<file path="config.mk">
export PLATFORM = sky130hd
export DESIGN_NAME = fdiv
export DESIGN_NICKNAME = d
export VERILOG_FILES = /design/src/rtl/fdiv.sv
export SDC_FILE = /design/constraint.sdc
export NUM_CORES = 1
export LEC_CHECK = 0
export BUFFER_PORTS_ARGS = -buffer_cell sky130_fd_sc_hd__buf_2
export CAP_MARGIN = 15
export CORE_MARGIN = 5
export CORE_UTILIZATION = 60
export DETAILED_ROUTE_END_ITERATION = 10
export PLACE_DENSITY = 0.81
export SETUP_SLACK_MARGIN = 0.2
export SYNTH_ARGS = -nofsm -noshare
export SYNTH_HDL_FRONTEND = slang
export SYNTH_SLANG_ARGS = --single-unit
</file>
<file path="constraint.sdc">
create_clock -name clk -period 22.6 [get_ports clk]
set_clock_uncertainty 0.1 [all_clocks]
set_input_delay 3.39 -clock clk [delete_from_list [all_inputs] [get_ports clk]]
set_output_delay 3.39 -clock clk [all_outputs]
set_load 0.1 [all_outputs]
</file>
<file path="src/rtl/fdiv.sv">
// fdiv: multi-cycle IEEE-754 binary32 divider, round-to-nearest-even.
// One request is accepted while idle. The result appears 27 edges later,
// whatever the operand class.
module fdiv #(
    parameter logic [31:0] DEFAULT_NAN = 32'hFFC00000
) (
    input  logic        clk,
    input  logic        reset,
    input  logic        req,
    input  logic [31:0] x,
    input  logic [31:0] y,
    output logic        busy,
    output logic        valid,
    output logic [31:0] rslt,
    output logic [4:0]  flag
);

    typedef enum logic [1:0] {IDLE, PRE, ITER, RND} state_t;

    state_t             state;
    state_t             state_next;
    logic [4:0]         cnt;
    logic [31:0]        xr;
    logic [31:0]        yr;
    logic signed [9:0]  expr;
    logic [23:0]        my_r;
    logic [25:0]        rem;
    logic [24:0]        q;

    // Count the leading zeros of a 24-bit significand (returns 24 for zero).
    function automatic logic [4:0] lzc24(input logic [23:0] v);
        logic [4:0] n;
        logic       found;
        n     = 5'd0;
        found = 1'b0;
        for (int i = 23; i >= 0; i--) begin
            if (!found) begin
                if (v[i]) found = 1'b1;
                else      n = n + 5'd1;
            end
        end
        return n;
    endfunction

    // Unpack an operand into {exponent[9:0], significand[23:0]}, with bit 23 set.
    // Subnormals are normalised and their exponent is lowered to match.
    function automatic logic [33:0] normalize(input logic [31:0] a);
        logic [4:0] lz;
        if (a[30:23] == 8'd0) begin
            lz = lzc24({1'b0, a[22:0]});
            return {10'd1 - {5'd0, lz}, ({1'b0, a[22:0]} << lz)};
        end
        return {2'b00, a[30:23], 1'b1, a[22:0]};
    endfunction

    // Operand classification and special-case results, taken from the held operands.
    logic        x_nan, y_nan, x_snan, y_snan, x_inf, y_inf, x_zero, y_zero;
    logic        sign;
    logic        sp_hit;
    logic [31:0] sp_res;
    logic [4:0]  sp_flag;

    assign x_nan  = (xr[30:23] == 8'hFF) && (xr[22:0] != 23'd0);
    assign y_nan  = (yr[30:23] == 8'hFF) && (yr[22:0] != 23'd0);
    assign x_snan = x_nan && !xr[22];
    assign y_snan = y_nan && !yr[22];
    assign x_inf  = (xr[30:23] == 8'hFF) && (xr[22:0] == 23'd0);
    assign y_inf  = (yr[30:23] == 8'hFF) && (yr[22:0] == 23'd0);
    assign x_zero = (xr[30:0] == 31'd0);
    assign y_zero = (yr[30:0] == 31'd0);
    assign sign   = xr[31] ^ yr[31];

    // Select the special-case result; sp_hit is cleared for ordinary finite division.
    always_comb begin
        sp_hit  = 1'b1;
        sp_res  = 32'd0;
        sp_flag = 5'd0;
        if (x_nan) begin
            sp_res  = xr | 32'h00400000;
            sp_flag = {x_snan | y_snan, 4'b0000};
        end else if (y_nan) begin
            sp_res  = yr | 32'h00400000;
            sp_flag = {y_snan, 4'b0000};
        end else if ((x_inf && y_inf) || (x_zero && y_zero)) begin
            sp_res  = DEFAULT_NAN;
            sp_flag = 5'b10000;
        end else if (x_inf) begin
            sp_res  = {sign, 8'hFF, 23'd0};
        end else if (y_zero) begin
            sp_res  = {sign, 8'hFF, 23'd0};
            sp_flag = 5'b01000;
        end else if (y_inf || x_zero) begin
            sp_res  = {sign, 31'd0};
        end else begin
            sp_hit  = 1'b0;
        end
    end

    // Pre-processing: normalise both significands, form the biased exponent and
    // align the dividend so that the quotient falls in [1,2).
    logic [33:0]        nx, ny;
    logic signed [9:0]  pre_expr;
    logic [25:0]        pre_rem;

    assign nx = normalize(xr);
    assign ny = normalize(yr);

    // Form the starting exponent and remainder for the restoring iteration.
    always_comb begin
        pre_expr = $signed(nx[33:24]) - $signed(ny[33:24]) + 10'sd127;
        pre_rem  = {2'b00, nx[23:0]};
        if (nx[23:0] < ny[23:0]) begin
            pre_rem  = {1'b0, nx[23:0], 1'b0};
            pre_expr = pre_expr - 10'sd1;
        end
    end

    // Rounding: denormalise tiny quotients, then round to nearest even. The
    // hidden bit is added into the exponent field, so a rounding carry moves
    // naturally into the exponent, including subnormal to normal.
    logic               tiny;
    logic signed [9:0]  sh_full;
    logic [4:0]         sh;
    logic [50:0]        wide;
    logic [24:0]        qs;
    logic               sticky;
    logic               guard;
    logic               rup;
    logic               nx_flag;
    logic [7:0]         exp_base;
    logic [30:0]        packed_res;
    logic               ovf;
    logic [31:0]        rnd_res;
    logic [4:0]         rnd_flag;

    // Assemble the rounded result and its exception flags.
    always_comb begin
        tiny     = (expr < 10'sd1);
        sh_full  = 10'sd1 - expr;
        sh       = 5'd0;
        if (tiny) sh = (sh_full > 10'sd26) ? 5'd26 : sh_full[4:0];
        wide     = {q, 26'd0} >> sh;
        qs       = wide[50:26];
        sticky   = (rem != 26'd0) || (wide[25:0] != 26'd0);
        guard    = qs[0];
        rup      = guard && (sticky || qs[1]);
        nx_flag  = guard || sticky;
        exp_base = tiny ? 8'd0 : (expr[7:0] - 8'd1);
        packed_res = {exp_base, 23'd0} + {7'd0, qs[24:1]} + {30'd0, rup};
        ovf      = (!tiny && (expr > 10'sd254)) || (packed_res[30:23] == 8'hFF);
        rnd_res  = {sign, packed_res};
        rnd_flag = {2'b00, 1'b0, tiny && nx_flag, nx_flag};
        if (ovf) begin
            rnd_res  = {sign, 8'hFF, 23'd0};
            rnd_flag = 5'b00101;
        end
    end

    // State register.
    always_ff @(posedge clk or posedge reset) begin
        if (reset) state <= IDLE;
        else       state <= state_next;
    end

    // Next-state logic: fixed-length sequence PRE, 25 x ITER, RND.
    always_comb begin
        state_next = state;
        case (state)
            IDLE: if (req) state_next = PRE;
            PRE:  state_next = ITER;
            ITER: if (cnt == 5'd24) state_next = RND;
            RND:  state_next = IDLE;
            default: state_next = IDLE;
        endcase
    end

    assign busy = (state != IDLE);

    // Datapath: operand capture, restoring iteration and output registers.
    always_ff @(posedge clk or posedge reset) begin
        if (reset) begin
            xr    <= 32'd0;
            yr    <= 32'd0;
            expr  <= 10'sd0;
            my_r  <= 24'd0;
            rem   <= 26'd0;
            q     <= 25'd0;
            cnt   <= 5'd0;
            valid <= 1'b0;
            rslt  <= 32'd0;
            flag  <= 5'd0;
        end else begin
            valid <= 1'b0;
            case (state)
                IDLE: begin
                    if (req) begin
                        xr <= x;
                        yr <= y;
                    end
                end
                PRE: begin
                    expr <= pre_expr;
                    rem  <= pre_rem;
                    my_r <= ny[23:0];
                    q    <= 25'd0;
                    cnt  <= 5'd0;
                end
                ITER: begin
                    cnt <= cnt + 5'd1;
                    if (rem >= {2'b00, my_r}) begin
                        q   <= {q[23:0], 1'b1};
                        rem <= (rem - {2'b00, my_r}) << 1;
                    end else begin
                        q   <= {q[23:0], 1'b0};
                        rem <= rem << 1;
                    end
                end
                RND: begin
                    valid <= 1'b1;
                    rslt  <= sp_hit ? sp_res  : rnd_res;
                    flag  <= sp_hit ? sp_flag : rnd_flag;
                end
                default: ;
            endcase
        end
    end

endmodule
</file>
==> results by group <==
Status
  • Status: finished clean

Layout
  • Syn-to-layout area delta: 5.670%
  • Ant. Diodes: 0
  • Nets: between 2000 and 3000
  • Layout cell share with drive strength beyond 1: 0.1353

STA
  • Final Setup Violations: 0
  • Final Hold Viols: 0
  • Post-Route Setup TNS: 0 ns
  • Fin crit period: ~18 ns
  • Fin crit share: 0.8151
  • Max_slew headroom: 0.2194
  • Worst slew pin tran: 1.170 ns
  • RSZ-0062 raised after global routing: no
  • Slew Limit Fails: 0
  • F_max: between 0.05 and 0.06 GHz

Global routing
  • First-pass GRT wire length: 111100 um
  • Initial antenna violation count: 0
  • Number of global-route vias before repair: ~20000
  • GRT Total Usage: 0.3524
  • GRT overflow: 0
  • Largest net degree at the start of global routing: approximately 130

Yosys
  • Ys flop type: dfrtp_1
  • Most frequent cell after synthesis: nand2_1
  • Compound-gate portion of the synthesized area: 0.2106
  • Post-synth net total: around 2900
  • Mux cell area share after synthesis: 0.1279
  • Seq cells post-synth: between 150 and 200
  • Cells after synthesis: 2682
  • Leading area contributor after synthesis: dfrtp_1
  • Top cells by count, synth: nand2_1, nor2_1, a21oi_1
  • Synth Area in Adders: 0.07122
  • Syn. warnings: 0
  • Mapped cell area: between 20000 and 25000 um2
  • Number of enable flip-flop cells after synthesis: 0
  • Xor/xnor share of the synthesized area: 0.07116
  • Yosys cell types: roughly 120
  • Sequential share of the synthesized area: 0.2273
  • Largest family of logic cells by synthesized area: simple AND/OR/NAND/NOR gates
  • Async set-reset flop share out of synthesis: 1.000
  • Top-area cell type share of the netlist area: 0.2273
  • Dominant cells by area after synthesis: dfrtp_1, ha_1, mux2i_1, nand2_1, nor2_1
  • Synth Area in Simple Gates: 0.2363
  • Syn_area_per_cell: ~8 um2

Run
  • Total of max-cap violations: 0

CTS
  • CTS H-Tree Depth: 4
  • Buffer count from post-CTS setup fixing: 0
  • Clock sinks: between 150 and 200
  • Clk buf depth: 2
  • Cts bufs inserted: 17
  • Worst-path clk slew: roughly 0.080 ns
  • Root Driver: clkbuf_16
  • Clk_lat worst skew: between 0.4 and 0.5 ns
  • Hold buffers post-CTS: 0
  • Cells resized by post-CTS repair: 0
  • CTS tree: built

Drt
  • Wire per inst: roughly 23 um
  • Wirelength, routed: 71090 um
  • Starting DRT DRC Count: between 2000 and 2500
  • Via count: 21071
  • Via-to-Cell Ratio: roughly 6.7
  • Residual DRC count: 0
  • Antenna Violating Nets Remaining: 0
  • Number of iterations in the first detailed-routing pass: 6

Die
  • Die Span Y: 198.7 um
  • Io pins: 106
  • Starting density of the core: 0.6035
  • Full die area: between 30000 and 40000 um2
  • Row cnt: 69
  • Core Box Area: approximately 35000 um2
  • Die W: just under 200 um

Placed design
  • Detailed Place HPWL: roughly 53000 um
  • GPL Wtd Cong: 1.035
  • I/O Buffers: 105

Min path
  • Worst Hold Class: reg -> reg

Setup path
  • Worst Setup Start Kind: register
  • Peak fanout along the critical path: 51
  • Worst path slowest cell: xnor2_2
  • CP endpoint kind: register
  • WS Path Type: reg -> reg
  • Crit path largest cell delay: roughly 0.76 ns
  • CP bufs+invs: 3
  • CP arrival: 18.64 ns
  • Worst Path Required: ~23 ns
  • Delay-heaviest family, CP: adder cells
  • CP most frequent cell: ha_1
[worst register-to-register path: cells and delay by family, from the launching register on]
family	cells	cell delay, ns
xor+xnor	2	1.22
simple gates	21	2.95
compound gates	30	5.25
flops	1	0.55
buf+inv	3	0.44
mux	11	1.83
fa+ha+maj	19	5.96
[kinds of logic (layout without fill, tap and decap cells)]
logic type               Yosys count  count (layout)
AND/OR/NAND/NOR                 1018            1018
AO/OA/AOI/OAI                    682             682
buffers and inverters            281             275
multiplexers                     237             237
flip-flops                       194             194
XOR/XNOR                         149             149
adder cells (fa/ha/maj)          121             121
[cell usage in the layout (no fill, tap or decap), types with 23 or more instances in the layout]
master,count
nand2_1,303
nor2_1,277
a21oi_1,204
dfrtp_1,194
mux2i_1,133
o21ai_0,123
ha_1,115
inv_1,108
buf_2,105
nand3_1,84
mux2_2,81
xnor2_1,80
nor3_1,62
xor2_1,49
nor2b_1,38
a21o_1,37
nand4_1,30
o22ai_1,30
nor4_1,29
and3_1,28
o2bb2ai_1,27
a211oi_1,26
buf_4,26
a221oi_1,25
nand2b_1,23
[worst paths after layout]
| check | slack (ns) | cells past startpoint | from | end |
|---|---|---|---|---|
| hold reg to reg | 0.40 | 2 | rslt[26]$_DFFE_PP0P_ | rslt[26]$_DFFE_PP0P_ |
| min in group asynchronous | 3.03 | 2 | reset | q[17]$_DFFE_PP0P_ |
| max in group asynchronous | 17.96 | 3 | reset | yr[29]$_DFFE_PP0P_ |
| setup / recovery | 4.18 | 86 | yr[21]$_DFFE_PP0P_ | expr[7]$_DFFE_PP0N_ |
| setup reg to reg | 4.18 | 86 | yr[21]$_DFFE_PP0P_ | expr[7]$_DFFE_PP0N_ |
| hold / removal | 0.40 | 2 | rslt[26]$_DFFE_PP0P_ | rslt[26]$_DFFE_PP0P_ |
[through the flow]
| step | utilization | cells | setup WS [ns] | hold slack (ns) | instance area, um2 |
|---|---|---|---|---|---|
| floorplan | - | 2682 | 6.920 | 0.3521 | 21360 |
| global placement | 0.6199 | 3105 | 5.370 | 0.3756 | 21940 |
| detailed placement | 0.6202 | 3106 | 4.551 | 0.3850 | 21950 |
| CTS | 0.6377 | 3137 | 4.526 | 0.4027 | 22570 |
| global route | 0.6377 | 3137 | 2.837 | 0.4295 | 22570 |
| finish | 0.6377 | 3137 | 4.179 | 0.3988 | 22570 |
[sequential cells by signal, indices dropped and copies added, names as in the netlist, 10 cells and up]
| name | flops |
|---|---|
| expr | 10 |
| my_r | 24 |
| q | 25 |
| rem | 26 |
| rslt | 32 |
| xr | 32 |
| yr | 32 |
[layout make-up]
cell class	instances	area, um2
multi-input combinational	2207	15360
fill	3021	12820
inverter	112	427.9
sequential	194	4855
clock inverter	14	195.2
timing repair buffer	132	732.0
clock buffer	17	425.4
tap	461	576.8
[layer usage]
layer | up-vias | share of wire | wire length, um | GRT usage
li1 | 9699 | - | - | -
met1 | 10043 | 0.41 | 29050 | 0.4774
met2 | 1095 | 0.45 | 32180 | 0.5566
met3 | 234 | 0.087 | 6185 | 0.05725
met4 | 0 | 0.052 | 3677 | 0.1619
met5 | - | 0 | 0 | 0
Power is not shown: default switching activity piles up to over one toggle a cycle in this logic, so the estimate is an artifact.
